`config.mk`:
```
export PLATFORM = sky130hd
export DESIGN_NAME = vga_capture_monitor
export DESIGN_NICKNAME = d
export VERILOG_FILES = /design/src/rtl/vga_capture_monitor.sv
export SDC_FILE = /design/constraint.sdc
export NUM_CORES = 1
export LEC_CHECK = 0
export CAP_MARGIN = 20
export CORE_MARGIN = 3
export CORE_UTILIZATION = 50
export CTS_CLUSTER_SIZE = 25
export DETAILED_ROUTE_END_ITERATION = 10
export PLACE_DENSITY = 0.74
export SETUP_SLACK_MARGIN = 0.15
export SKIP_LAST_GASP = 1
export SLEW_MARGIN = 10
export SYNTH_ARGS = -nofsm -noshare
export SYNTH_HDL_FRONTEND = slang
export SYNTH_SLANG_ARGS = --single-unit
```
`constraint.sdc`:
```
create_clock -name clk -period 14.5 [get_ports clk]
set_clock_uncertainty 0.1 [all_clocks]
set_input_delay 2.175 -clock clk [delete_from_list [all_inputs] [get_ports clk]]
set_output_delay 2.175 -clock clk [all_outputs]
set_load 0.005 [all_outputs]
```
`src/rtl/vga_capture_monitor.sv`:
```
// vga_capture_monitor: rebuilds pixel coordinates from VGA syncs, checks line/frame timing, locks, and checksums each frame.
// Ports: clk; reset (async, active-low); p_tick pixel-rate enable; hsync/vsync/red/green/blue sampled on p_tick;
//        pix_x/pix_y/pix_rgb/pix_valid recovered active pixel; locked timing lock; line_err violation pulse while locked;
//        frame_count/frame_sum/sum_valid completed-frame count and checksum.
module vga_capture_monitor #(
  parameter int H_TOTAL         = 800,
  parameter int V_TOTAL         = 525,
  parameter int H_START         = 144,
  parameter int V_START         = 35,
  parameter int H_ACTIVE        = 640,
  parameter int V_ACTIVE        = 480,
  parameter bit SYNC_ACTIVE_LOW = 1'b1
) (
  input  logic        clk,
  input  logic        reset,
  input  logic        p_tick,
  input  logic        hsync,
  input  logic        vsync,
  input  logic [3:0]  red,
  input  logic [3:0]  green,
  input  logic [3:0]  blue,
  output logic [9:0]  pix_x,
  output logic [9:0]  pix_y,
  output logic [11:0] pix_rgb,
  output logic        pix_valid,
  output logic        locked,
  output logic        line_err,
  output logic [15:0] frame_count,
  output logic [15:0] frame_sum,
  output logic        sum_valid
);
  localparam logic [10:0] HT1 = 11'(H_TOTAL - 1);
  localparam logic [10:0] HS  = 11'(H_START);
  localparam logic [10:0] HE  = 11'(H_START + H_ACTIVE);
  localparam logic [9:0]  VS  = 10'(V_START);
  localparam logic [9:0]  VE  = 10'(V_START + V_ACTIVE);
  localparam logic [10:0] VT  = 11'(V_TOTAL);
  typedef enum logic [1:0] {SEARCH, VERIFY, LOCKED} state_e;
  state_e state_q, state_d;
  logic hs_a, vs_a, hs_q, hs_d, vs_q, vs_d, hs_edge, vs_edge;
  logic [10:0] h_cnt_q, h_cnt_d, line_cnt_q, line_cnt_d;
  logic [9:0] v_cnt_q, v_cnt_d;
  logic first_q, first_d, err_q, err_d;
  logic [15:0] acc_q, acc_d, acc_sum;
  logic act, line_viol, miss_h, frame_ok, lock_fail, clean_v;
  logic locked_s, err_pulse, do_sum, err_set, to_search;
  logic [9:0] pix_x_q, pix_x_d, pix_y_q, pix_y_d;
  logic [11:0] pix_rgb_q, pix_rgb_d;
  logic pix_valid_q, pix_valid_d, line_err_q, line_err_d, sum_valid_q, sum_valid_d;
  logic [15:0] frame_count_q, frame_count_d, frame_sum_q, frame_sum_d;
  // Syncs are normalised to "1 = asserted" so edge logic is polarity independent.
  assign hs_a    = SYNC_ACTIVE_LOW ? ~hsync : hsync;
  assign vs_a    = SYNC_ACTIVE_LOW ? ~vsync : vsync;
  assign hs_edge = p_tick & hs_a & ~hs_q;
  assign vs_edge = p_tick & vs_a & ~vs_q;
  always_comb begin
    hs_d       = p_tick ? hs_a : hs_q;
    vs_d       = p_tick ? vs_a : vs_q;
    h_cnt_d    = !p_tick ? h_cnt_q : hs_edge ? 11'd0 : (&h_cnt_q) ? h_cnt_q : h_cnt_q + 11'd1;
    v_cnt_d    = vs_edge ? 10'd0 : hs_edge ? v_cnt_q + 10'd1 : v_cnt_q;
    // Lines per frame: the hsync edge sharing a tick with vsync belongs to the new frame.
    line_cnt_d = vs_edge ? {10'd0, hs_edge} : (hs_edge && !(&line_cnt_q)) ? line_cnt_q + 11'd1 : line_cnt_q;
    line_viol  = hs_edge & ~first_q & (h_cnt_q != HT1);
    miss_h     = p_tick & ~hs_edge & (h_cnt_q == HT1);
    frame_ok   = line_cnt_q == VT;
    lock_fail  = line_viol | miss_h | (vs_edge & ~frame_ok);
    clean_v    = ~err_q & ~line_viol & frame_ok;
    act        = (h_cnt_d >= HS) & (h_cnt_d < HE) & (v_cnt_d >= VS) & (v_cnt_d < VE);
    acc_sum    = acc_q + (act ? {4'd0, red, green, blue} : 16'd0);
    acc_d      = vs_edge ? 16'd0 : p_tick ? acc_sum : acc_q;
    first_d    = to_search ? 1'b1 : hs_edge ? 1'b0 : first_q;
    err_d      = vs_edge ? 1'b0 : err_set ? 1'b1 : err_q;
    pix_valid_d   = p_tick & locked_s & act;
    pix_x_d       = pix_valid_d ? 10'(h_cnt_d - HS) : pix_x_q;
    pix_y_d       = pix_valid_d ? v_cnt_d - VS : pix_y_q;
    pix_rgb_d     = pix_valid_d ? {red, green, blue} : pix_rgb_q;
    line_err_d    = err_pulse;
    sum_valid_d   = do_sum;
    frame_sum_d   = do_sum ? acc_sum : frame_sum_q;
    frame_count_d = do_sum ? frame_count_q + 16'd1 : frame_count_q;
  end
  always_ff @(posedge clk or negedge reset) begin
    if (!reset) state_q <= SEARCH;
    else        state_q <= state_d;
  end
  always_comb begin
    state_d = state_q;
    unique case (state_q)
      SEARCH:  state_d = vs_edge ? VERIFY : SEARCH;
      VERIFY:  state_d = (vs_edge && clean_v) ? LOCKED : VERIFY;
      LOCKED:  state_d = lock_fail ? SEARCH : LOCKED;
      default: state_d = SEARCH;
    endcase
  end
  always_comb begin
    locked_s  = state_q == LOCKED;
    err_pulse = locked_s & lock_fail;
    do_sum    = locked_s & vs_edge & ~lock_fail;
    err_set   = (state_q == VERIFY) & line_viol;
    to_search = (state_d == SEARCH) & (state_q != SEARCH);
  end
  always_ff @(posedge clk or negedge reset) begin
    if (!reset) begin
      hs_q          <= 1'b0;
      vs_q          <= 1'b0;
      h_cnt_q       <= '0;
      v_cnt_q       <= '0;
      line_cnt_q    <= '0;
      first_q       <= 1'b1;
      err_q         <= 1'b0;
      acc_q         <= '0;
      pix_x_q       <= '0;
      pix_y_q       <= '0;
      pix_rgb_q     <= '0;
      pix_valid_q   <= 1'b0;
      line_err_q    <= 1'b0;
      sum_valid_q   <= 1'b0;
      frame_sum_q   <= '0;
      frame_count_q <= '0;
    end else begin
      hs_q          <= hs_d;
      vs_q          <= vs_d;
      h_cnt_q       <= h_cnt_d;
      v_cnt_q       <= v_cnt_d;
      line_cnt_q    <= line_cnt_d;
      first_q       <= first_d;
      err_q         <= err_d;
      acc_q         <= acc_d;
      pix_x_q       <= pix_x_d;
      pix_y_q       <= pix_y_d;
      pix_rgb_q     <= pix_rgb_d;
      pix_valid_q   <= pix_valid_d;
      line_err_q    <= line_err_d;
      sum_valid_q   <= sum_valid_d;
      frame_sum_q   <= frame_sum_d;
      frame_count_q <= frame_count_d;
    end
  end
  assign pix_x       = pix_x_q;
  assign pix_y       = pix_y_q;
  assign pix_rgb     = pix_rgb_q;
  assign pix_valid   = pix_valid_q;
  assign locked      = state_q == LOCKED;
  assign line_err    = line_err_q;
  assign frame_count = frame_count_q;
  assign frame_sum   = frame_sum_q;
  assign sum_valid   = sum_valid_q;
endmodule

```
==> run metrics, run 1 <==
leading cell types in the layout, fill and taps excluded sky130_fd_sc_hd__dfrtp_1 (120), sky130_fd_sc_hd__clkdlybuf4s50_1 (83), sky130_fd_sc_hd__nand2_1 (47); final setup TNS 0 ns; drt via density 5.68; total setup violations reported at the end of the flow 0; cell-by-cell trace of the critical path clkdlybuf4s50_1 -> buf_4 -> nor3b_2 -> nor2_1 -> ha_1 -> or3_1 -> or4_4 -> a221oi_1 -> and2_1 -> ha_1 -> a21o_1 -> a21oi_1 -> nand2b_1 -> a211oi_1 -> o31ai_1 -> o21ai_0 -> a31oi_1; hold-fix buffer count after cts 0; share of cells above drive strength 1 9.45%; number of buffers and inverters on the critical path 2; power density of the placed cells 115 mW/mm²; Worst path slowest cell sky130_fd_sc_hd__a221oi_1; crit end category flop; via count 4982; worst slack on hold paths 0.369 ns; fin. max-slew vios 0; minimum clock period 8.04 ns; post-synthesis instance area 0.00629 mm²; worst relative slew slack 30.6%; unrepaired setup endpoints after global routing no; data required time of the worst path 14.73 ns; number of different library cells in the post-synthesis netlist 60; total number of yosys warnings 0; area of the die 0.0140 mm²; top cell type by total area after synthesis sky130_fd_sc_hd__dfrtp_1; number of I/O pins 85; nature of the critical path startpoint input port; effective utilization at floorplan 51.7%; clock buffers created by TritonCTS 17; clock edge transition at the registers on the reported setup and hold paths 0.05 ns; mean area per synthesized cell 10.2 µm²; dominant register cell in the synthesized netlist sky130_fd_sc_hd__dfrtp_1; cell family with the largest share of critical-path delay compound AO/OA/AOI/OAI gates; TritonCTS clock tree done; number of nets in the synthesized netlist 652; detail-routed net length per standard cell 16.2 µm; number of inserted diodes 0; number of DRC violations after detailed-routing iteration 0 318; core area 0.0122 mm²; global router's overall resource usage 21.2%; final RePlAce weighted congestion 0.890; hold crit path type flop to flop; Post-synth EDFFs 0; category of the critical setup timing path input port to flop; most common cell after layout, fill and taps aside sky130_fd_sc_hd__dfrtp_1; top cell type's share of synthesized area 47.8%; total power draw 0.000897 W; Filler Cells Inserted 964; worst vdd ir 84.2 µV; FP Rows 40; actual transition at the worst max-transition pin 1.04 ns; post-cts sizing count 0; ranking of synthesized cells by area sky130_fd_sc_hd__dfrtp_1 (48%), sky130_fd_sc_hd__mux2_2 (4.3%), sky130_fd_sc_hd__ha_1 (4.0%), sky130_fd_sc_hd__xnor2_1 (3.6%), sky130_fd_sc_hd__xor2_1 (3.3%); sink count of the clock tree 121; Leak 3.50 nW; CP Data Arrival Time 8.27 ns; Max Fanout on Critical Path 45; later-pin clock latency in the skew report 0.41 ns; number of antenna violations at the first check in global routing 0; Post-synth ARST share 100%; total number of nets in the final design 738; Pre-antenna DRT Iters 5; Die Y 118 µm; vias in the first global route 5008; Clock Path Buffers 2; detailed placement HPWL 10000 µm; Hold Vio Cnt, Final 0; setup bufs post-CTS 0; number of nets with antenna violations after routing 0; maximum number of pins on one net before global-route repair 67; Die X-Extent 118 µm; final global-route overflow total 0; gate count of the mapped netlist 614; non-filler cells, final 877; max-capacitance violation count 0; global-route wire length before repair 24200 µm; post-synthesis register bit count 121; final wirelength 14200 µm; outcome finished, final reports clean; share of the cycle needed by the critical path after routing 55.4%; count of input and output buffers 84; share of the yosys chip area belonging to registers 48.2%; number of cells in the design after placement 849; Critical Path Most Common Cell sky130_fd_sc_hd__ha_1; clock root cell sky130_fd_sc_hd__clkbuf_16; total DRC errors in the routed layout 0; number of H-tree branching levels 4; largest incremental delay on the critical path 0.88 ns; f_max 0.124 GHz; area added between synthesis and finish 23.9%
kinds of logic (layout without fill, tap and decap cells):
logic type / after synthesis / after routing / share of synthesized area [%]
AO/OA/AOI/OAI: 114 / 114 / 12.2
XOR/XNOR: 50 / 50 / 6.96
adder cells (fa/ha/maj): 21 / 21 / 4.30
buffers and inverters: 58 / 153 / 4.00
flip-flops: 121 / 121 / 48.2
multiplexers: 37 / 37 / 6.51
AND/OR/NAND/NOR: 213 / 213 / 17.9
metal layers:
metal	GRT usage [%]	vias to the layer above	wire [µm]
met4	7.77	0	189
met5	0	-	0
li1	-	2380	-
met1	28.9	2424	6670
met2	33.3	160	6600
met3	5.02	18	776
cells in the mapped netlist (3+ instances only):
master / number
sky130_fd_sc_hd__dfrtp_1: 120
sky130_fd_sc_hd__nand2_1: 47
sky130_fd_sc_hd__nor2_1: 44
sky130_fd_sc_hd__inv_1: 36
sky130_fd_sc_hd__o21ai_0: 33
sky130_fd_sc_hd__xnor2_1: 26
sky130_fd_sc_hd__mux2_2: 24
sky130_fd_sc_hd__xor2_1: 24
sky130_fd_sc_hd__nand4_1: 23
sky130_fd_sc_hd__ha_1: 20
sky130_fd_sc_hd__nand3_1: 18
sky130_fd_sc_hd__a21oi_1: 17
sky130_fd_sc_hd__clkbuf_1: 17
sky130_fd_sc_hd__and2_1: 14
sky130_fd_sc_hd__nor3_1: 11
sky130_fd_sc_hd__and3_1: 10
sky130_fd_sc_hd__o31ai_1: 10
sky130_fd_sc_hd__a31oi_1: 8
sky130_fd_sc_hd__o22ai_1: 8
sky130_fd_sc_hd__mux2_1: 7
sky130_fd_sc_hd__or4_1: 7
sky130_fd_sc_hd__and4_1: 6
sky130_fd_sc_hd__mux2i_1: 6
sky130_fd_sc_hd__or3_1: 6
sky130_fd_sc_hd__a41oi_1: 5
sky130_fd_sc_hd__nand2b_1: 5
sky130_fd_sc_hd__a211oi_1: 4
sky130_fd_sc_hd__buf_6: 4
sky130_fd_sc_hd__nor4_1: 4
sky130_fd_sc_hd__o31a_1: 4
sky130_fd_sc_hd__or2_2: 4
sky130_fd_sc_hd__a21boi_0: 3
sky130_fd_sc_hd__a21o_1: 3
sky130_fd_sc_hd__nor2b_1: 3
sky130_fd_sc_hd__o211ai_1: 3
area by class of cell:
cell class	count	area, µm²	area share (%)
Tap cell	168	210	2.70
Inverter	36	135	1.73
Timing Repair Buffer	89	876	11.2
Clock inverter	4	45.0	0.578
Sequential cell	121	3030	38.9
Clock buffer	24	482	6.18
Multi-Input combinational cell	435	3010	38.7
report_power, final:
group	internal [W]	total, W	switching, W
clock network	0.000244	0.000380	0.000136
logic	0.0000610	0.000120	0.0000589
registers	0.000367	0.000397	0.0000304
metrics by stage:
stage / worst slack, ns / utilization (%) / instance area [µm²]
2_1_floorplan: 7.30 / - / 6290
3_3_place_gp: 6.37 / 59.7 / 7260
3_5_place_dp: 6.12 / 59.7 / 7260
4_1_cts: 6.53 / 64.1 / 7790
5_1_grt: 6.02 / 64.1 / 7790
6_report: 6.46 / 64.1 / 7790
sequential cells by signal, summed over array words and instances, names as in the netlist:
register     cells
v_cnt_q         10
acc_q           16
frame_count     16
line_cnt_q      11
pix_x           10
err_q            1
pix_y           10
sum_valid        1
pix_valid        1
line_err         1
state_q          2
frame_sum       16
vs_q             1
hs_q             1
pix_rgb         12
h_cnt_q         11
first_q          1
final timing paths:
kind / to / depth (start not counted) / slack (ns) / startpoint
worst max-delay path: frame_sum[14]$_DFFE_PN0P_ / 17 / 6.46 / p_tick
worst min-delay path: frame_count[15]$_DFFE_PN0P_ / 1 / 0.37 / frame_count[15]$_DFFE_PN0P_
worst max register to register: frame_sum[14]$_DFFE_PN0P_ / 17 / 8.68 / h_cnt_q[0]$_DFF_PN0_
worst min register to register: frame_count[15]$_DFFE_PN0P_ / 1 / 0.37 / frame_count[15]$_DFFE_PN0P_
max in group asynchronous: pix_x[2]$_DFFE_PN0P_ / 2 / 11.27 / reset
min in group asynchronous: line_cnt_q[1]$_DFFE_PN0P_ / 1 / 1.72 / reset
Power figures use the tool's default switching activity.
==> run 2: changes to the inputs <==
PLACE_DENSITY = 0.77   (was 0.74)
clock period = 6.7 ns   (was 14.5 ns; I/O delays follow)
==> run metrics, run 2 (synthesis results as in run 1) <==
Internal 0.00152 W (+130%); timing endpoint of the critical path frame_sum[14]$_DFFE_PN0P_; final setup TNS 0 ns (unchanged); area of the die 0.0140 mm² (unchanged); total number of nets in the final design 744 (+0.81%); total setup violations reported at the end of the flow 0 (unchanged); FP Rows 40 (unchanged); relative contribution of the clock network to total power 44.4% (+2.1 points); final global-route overflow total 0 (unchanged); hold-fix buffer count after cts 0 (unchanged); number of inserted diodes 0 (unchanged); number of antenna violations at the first check in global routing 0 (unchanged); clock root cell sky130_fd_sc_hd__clkbuf_16; worst relative slew slack 47.9% (+17 points); detailed placement HPWL 10200 µm (+2.4%); worst vdd ir 227 µV (+170%); number of nets with antenna violations after routing 0 (unchanged); final RePlAce weighted congestion 0.871 (-2.2%); global-route wire length before repair 24200 µm (about the same); worst reg-to-reg path cell count 19 (+2); share of the cycle needed by the critical path after routing 92.3%; Pre-antenna DRT Iters 5 (unchanged); total power draw 0.00202 W (+130%); outcome finished, final reports clean; fin. max-slew vios 0 (unchanged); category of the critical setup timing path input port to flop; max-capacitance violation count 0 (unchanged); f_max 0.162 GHz; area added between synthesis and finish 25.6%; global router's overall resource usage 21.3% (+0.054 points); Die X-Extent 118 µm (unchanged); clock buffers created by TritonCTS 17 (unchanged); reg2reg setup slack 1.16 ns (-7.52 ns); drt via density 5.69 (+0.22%); later-pin clock latency in the skew report 0.42 ns (about the same); number of DRC violations after detailed-routing iteration 0 337 (+6.0%); share of cells above drive strength 1 10.7% (+1.3 points); number of H-tree branching levels 4 (unchanged); power density of the placed cells 256 mW/mm² (+120%); maximum number of pins on one net before global-route repair 81 (+21%); net switching power 0.000504 W (+120%); vias in the first global route 4978 (-0.60%); clock edge transition at the registers on the reported setup and hold paths 0.05 ns (about the same); sink count of the clock tree 121 (unchanged); sw frac 25.0% (-0.16 points); start point of the critical path p_tick; worst slack on hold paths 0.377 ns (+0.00796 ns); effective utilization at floorplan 51.7% (unchanged); hold crit path type flop to flop; end of the worst register-to-register path frame_sum[14]$_DFFE_PN0P_; setup bufs post-CTS 0 (unchanged); area taken by flip-flops and latches 0.00303 mm² (unchanged); leading cell types in the layout, fill and taps excluded sky130_fd_sc_hd__dfrtp_1 (120), sky130_fd_sc_hd__clkdlybuf4s50_1 (83), sky130_fd_sc_hd__nand2_1 (47); CP Data Arrival Time 6.41 ns (-1.86 ns); Filler Cells Inserted 959 (-0.52%); Clock Path Buffers 2 (unchanged); unrepaired setup endpoints after global routing no; Max Fanout on Critical Path 23 (-49%); area of the multi-input gates 0.00301 mm² (unchanged); TritonCTS clock tree done; most common cell after layout, fill and taps aside sky130_fd_sc_hd__dfrtp_1; Non-Filler Cell Area, Final 0.00790 mm² (+1.4%); Leak 3.57 nW (+1.8%); data required time of the worst path 6.93 ns (-7.80 ns); total DRC errors in the routed layout 0 (unchanged); actual transition at the worst max-transition pin 0.780 ns (-0.261 ns); number of I/O pins 85 (unchanged); minimum clock period 6.18 ns; final wirelength 14400 µm (+1.0%); detail-routed net length per standard cell 16.2 µm (-0.12%); count of input and output buffers 84 (unchanged); worst reg2reg startpoint h_cnt_q[1]$_DFF_PN0_; power share of the sequential group 42.5% (-1.8 points); core area 0.0122 mm² (unchanged); post-cts sizing count 0 (unchanged); via count 5050 (+1.4%); Post-DP Area 0.00730 mm² (+0.52%); Post-Route Utilization 65.0% (+0.91 points); crit end category flop; nature of the critical path startpoint input port; power share of the combinational group 13.1% (-0.3 points); Hold Vio Cnt, Final 0 (unchanged); Die Y 118 µm (unchanged)
-- run 2: cell count changes in the layout (fill, tap and decap cells not counted) --
| cell | change |
|---|---|
| sky130_fd_sc_hd__bufinv_16 | +2 |
| sky130_fd_sc_hd__clkbuf_8 | -2 |
| sky130_fd_sc_hd__buf_4 | +5 |
| sky130_fd_sc_hd__buf_12 | +1 |
| sky130_fd_sc_hd__clkinv_2 | +4 |
-- run 2: final cells by class --
class / count / share of cell area [%]
inverters: 36 / 1.71
flip-flops and latches: 121 / 38.3
clock buffers: 22 / 5.75
repair buffers: 95 / 11.8
multi-input cells: 435 / 38.1
clock inverters: 10 / 1.58
well taps: 168 / 2.66
-- run 2: routing by layer --
metal	wire length, µm	GRT usage, %
met1	6590	28.8
met2	6540	32.3
met3	871	5.89
met4	382	9.16
met5	0	0
-- run 2: worst min path at each step --
stage	to	depth (start not counted)	start
final	frame_count[15]$_DFFE_PN0P_	1	frame_count[15]$_DFFE_PN0P_
after global routing	frame_count[15]$_DFFE_PN0P_	1	frame_count[15]$_DFFE_PN0P_
after CTS	frame_count[15]$_DFFE_PN0P_	1	frame_count[15]$_DFFE_PN0P_
after detailed placement	frame_sum[3]$_DFFE_PN0P_	2	frame_sum[3]$_DFFE_PN0P_
after global placement	frame_count[15]$_DFFE_PN0P_	1	frame_count[15]$_DFFE_PN0P_
after floorplan	err_q$_DFFE_PN0P_	2	err_q$_DFFE_PN0P_
-- run 2: critical path, cell delays in order --
cell                              delay, ns
sky130_fd_sc_hd__clkdlybuf4s50_1       0.60
sky130_fd_sc_hd__or3b_4                0.54
sky130_fd_sc_hd__nor3_1                0.40
sky130_fd_sc_hd__mux2i_1               0.21
sky130_fd_sc_hd__or3_1                 0.39
sky130_fd_sc_hd__o21ai_0               0.42
sky130_fd_sc_hd__a221oi_1              0.18
sky130_fd_sc_hd__buf_4                 0.20
sky130_fd_sc_hd__and2_1                0.16
sky130_fd_sc_hd__ha_1                  0.21
sky130_fd_sc_hd__fa_1                  0.40
sky130_fd_sc_hd__a21o_1                0.18
sky130_fd_sc_hd__a21oi_1               0.21
sky130_fd_sc_hd__nand2b_1              0.19
sky130_fd_sc_hd__a211oi_1              0.10
sky130_fd_sc_hd__o31ai_1               0.63
sky130_fd_sc_hd__o21ai_0               0.20
sky130_fd_sc_hd__a31oi_1               0.19
-- run 2: power by group through the flow --
stage               logic [W]  registers [W]  clock network (W)
finish               0.000265       0.000858           0.000898
global route         0.000295       0.000871           0.000947
floorplan            0.000147       0.000853                  0
CTS                  0.000266       0.000858           0.000918
detailed placement   0.000263       0.000869                  0
global placement     0.000254       0.000864                  0
-- run 2: metrics by stage --
| stage | setup slack, ns | std cells |
|---|---|---|
| 6_report | 0.519 | 887 |
| 3_5_place_dp | 0.192 | 854 |
| 2_1_floorplan | 0.671 | 614 |
| 5_1_grt | 0.226 | 887 |
| 4_1_cts | 0.625 | 886 |
| 3_3_place_gp | 0.408 | 854 |
==> run 3: changes to the inputs <==
ABC_AREA = 1   (was default)
PLACE_DENSITY = 0.76   (was 0.77)
==> run metrics, run 3 <==
total number of yosys warnings 0 (unchanged); FP Rows 41 (+2.5%); number of H-tree branching levels 4 (unchanged); net switching power 0.000480 W (-4.8%); category of the critical setup timing path input port to flop; post-cts sizing count 0 (unchanged); leading cell types by count after synthesis sky130_fd_sc_hd__nand2_1 (294), sky130_fd_sc_hd__dfrtp_1 (120), sky130_fd_sc_hd__inv_1 (104), sky130_fd_sc_hd__nor2_1 (66), sky130_fd_sc_hd__nand3_1 (54); worst relative slew slack 43.7% (-4.1 points); sw frac 25.1% (+0.16 points); crit end category flop; core area 0.0129 mm² (+6.3%); clock root cell sky130_fd_sc_hd__clkbuf_16; Leak 4.30 nW (+20%); reg2reg setup slack 2.29 ns (+1.13 ns); worst reg-to-reg path cell count 26 (+7); data required time of the worst path 6.96 ns (+0.03 ns); hold crit path type flop to flop; top cell type's share of synthesized area 44.4% (-3.3 points); dominant register cell in the synthesized netlist sky130_fd_sc_hd__dfrtp_1; Worst Hold End pix_x[2]$_DFFE_PN0P_; number of inserted diodes 0 (unchanged); gate count of the mapped netlist 889 (+45%); number of nets in the synthesized netlist 927 (+42%); source of the worst hold timing path pix_x[2]$_DFFE_PN0P_; sink count of the clock tree 121 (unchanged); outcome finished, final reports clean; final setup TNS 0 ns (unchanged); vias in the first global route 5844 (+17%); Post-synth EDFFs 0 (unchanged); number of nets with antenna violations after routing 0 (unchanged); Worst path slowest cell sky130_fd_sc_hd__clkdlybuf4s50_1; Internal 0.00143 W (-5.6%); actual transition at the worst max-transition pin 0.844 ns (+0.0638 ns); worst slack on hold paths 0.367 ns (-0.0101 ns); total setup violations reported at the end of the flow 0 (unchanged); global-route wire length before repair 28100 µm (+16%); nature of the critical path startpoint input port; via count 6141 (+22%); hold-fix buffer count after cts 0 (unchanged); Clock Path Buffers 2 (unchanged); power share of the combinational group 9.7% (-3.4 points); final wirelength 16900 µm (+18%); worst vdd ir 188 µV (-17%); top cell type by total area after synthesis sky130_fd_sc_hd__dfrtp_1; Die X-Extent 122 µm (+3.5%); relative contribution of the clock network to total power 49.3% (+4.9 points); drt via density 5.29 (-7.0%); unrepaired setup endpoints after global routing no; share of cells above drive strength 1 6.07% (-4.6 points); number of I/O pins 85 (unchanged); Pre-antenna DRT Iters 5 (unchanged); end of the worst register-to-register path acc_q[15]$_DFFE_PN0P_; ranking of synthesized cells by area sky130_fd_sc_hd__dfrtp_1 (44%), sky130_fd_sc_hd__nand2_1 (16%), sky130_fd_sc_hd__inv_1 (5.8%), sky130_fd_sc_hd__nand4_1 (4.3%), sky130_fd_sc_hd__nand3_1 (4.0%); post-synthesis instance area 0.00676 mm² (+7.5%); largest incremental delay on the critical path 0.46 ns (-0.17 ns); max-capacitance violation count 0 (unchanged); number of cells on the critical path 25 (+7); f_max 0.192 GHz (+19%); cell family with the largest share of critical-path delay simple AND/OR/NAND/NOR gates; later-pin clock latency in the skew report 0.42 ns (about the same); share of the cycle needed by the critical path after routing 77.7% (-15 points); leading cell types in the layout, fill and taps excluded sky130_fd_sc_hd__nand2_1 (294), sky130_fd_sc_hd__dfrtp_1 (120), sky130_fd_sc_hd__inv_1 (104); number of DRC violations after detailed-routing iteration 0 498 (+48%); fin. max-slew vios 0 (unchanged); Max Fanout on Critical Path 17 (-26%); setup bufs post-CTS 0 (unchanged); Critical Path Most Common Cell sky130_fd_sc_hd__nand2_1; final RePlAce weighted congestion 0.954 (+9.5%); total DRC errors in the routed layout 0 (unchanged); final global-route overflow total 0 (unchanged); global router's overall resource usage 23.8% (+2.5 points); Hold Vio Cnt, Final 0 (unchanged); mean area per synthesized cell 7.60 µm² (-26%); detailed placement HPWL 11800 µm (+16%); dominant cell by count in the synthesized netlist sky130_fd_sc_hd__nand2_1; post-synthesis register bit count 121 (unchanged); area of the die 0.0149 mm² (+7.1%); area added between synthesis and finish 23.7%; total power draw 0.00191 W (-5.4%); worst setup slack before clock tree synthesis 1.16 ns (+0.968 ns); power share of the sequential group 41.1% (-1.4 points); effective utilization at floorplan 52.3% (+0.57 points); count of input and output buffers 84 (unchanged); final worst-path setup slack 1.49 ns (+0.973 ns); clock buffers created by TritonCTS 17 (unchanged); Post-synth ARST share 100% (unchanged); number of buffers and inverters on the critical path 2 (unchanged); share of the yosys chip area belonging to registers 44.8% (-3.3 points); worst reg2reg startpoint h_cnt_q[0]$_DFF_PN0_; count of cells along the worst hold path 2 (+1); power density of the placed cells 229 mW/mm² (-11%); number of different library cells in the post-synthesis netlist 37 (-38%); minimum clock period 5.21 ns (-0.973 ns); TritonCTS clock tree done; most common cell after layout, fill and taps aside sky130_fd_sc_hd__nand2_1; detail-routed net length per standard cell 14.6 µm (-9.9%); CP Data Arrival Time 5.47 ns (-0.94 ns); maximum number of pins on one net before global-route repair 68 (-16%); total number of nets in the final design 1013 (+36%); Die Y 122 µm (+3.5%); number of antenna violations at the first check in global routing 0 (unchanged); clock edge transition at the registers on the reported setup and hold paths 0.06 ns (about the same)
## run 3: cell types whose count changed after synthesis, moves of 22 or more
cell                      before  now
sky130_fd_sc_hd__inv_1        36  104
sky130_fd_sc_hd__nand2_1      47  294
sky130_fd_sc_hd__nand4_1      23   46
sky130_fd_sc_hd__nor2_1       44   66
sky130_fd_sc_hd__nand3_1      18   54
sky130_fd_sc_hd__mux2_2       24    0
## run 3: how the worst max path moves through the flow
stage                                           end   start  slack, ns
after floorplan               acc_q[10]$_DFFE_PN0P_  p_tick       2.16
after global placement    frame_sum[11]$_DFFE_PN0P_  p_tick       1.23
after detailed placement  frame_sum[15]$_DFFE_PN0P_  p_tick       1.16
after CTS                 frame_sum[11]$_DFFE_PN0P_  p_tick       1.55
after global routing          acc_q[11]$_DFFE_PN0P_  p_tick       1.03
final                         acc_q[15]$_DFFE_PN0P_  p_tick       1.49
## run 3: metal layers
metal	GRT usage, %	part of all wire (%)	vias to the layer above	wire length, µm
li1	-	-	3037	-
met1	32.4	47	2901	7960
met2	37.7	45	178	7710
met3	5.85	6.0	25	1020
met4	7.63	1.5	0	256
met5	0	0	-	0
## run 3: tightest hold or removal path: stages, from the launching register on
cell	delay (ns)
sky130_fd_sc_hd__dfrtp_1	0.34
sky130_fd_sc_hd__nand2_1	0.05
sky130_fd_sc_hd__nand2_1	0.05
## run 3: logic make-up (layout without fill, tap and decap cells)
kind of cell	count (synthesis)	after routing	synth area share [%]
DFF	121	121	44.8
xor gates and xnor gates	35	35	4.54
adders and majority gates	21	21	4.00
and+or+nand+nor	493	493	31.8
AOI/OAI and AO/OA	87	87	6.91
buffers and inverters	132	231	7.96
## run 3: stage by stage
step | utilization (%) | cells | area, µm²
2_1_floorplan | - | 889 | 6760
5_1_grt | 64.6 | 1160 | 8360
4_1_cts | 64.6 | 1160 | 8360
6_report | 64.6 | 1160 | 8360
3_5_place_dp | 59.9 | 1128 | 7740
3_3_place_gp | 59.9 | 1128 | 7740
## run 3: power by group through the flow
stage	Combinational [W]	Sequential [W]	Clock [W]
after floorplan	0.000121	0.000790	0
after global placement	0.000180	0.000796	0
after detailed placement	0.000182	0.000796	0
after CTS	0.000184	0.000784	0.000950
after global routing	0.000210	0.000789	0.000988
final	0.000185	0.000785	0.000942
## run 3: cell type report
type / instances / area [µm²]
multi-input cells: 636 / 3190
well taps: 172 / 215
flip-flops and latches: 121 / 3030
clock buffers: 21 / 470
clock inverters: 11 / 145
inverters: 106 / 398
fillers: 1137 / 4570
repair buffers: 93 / 906
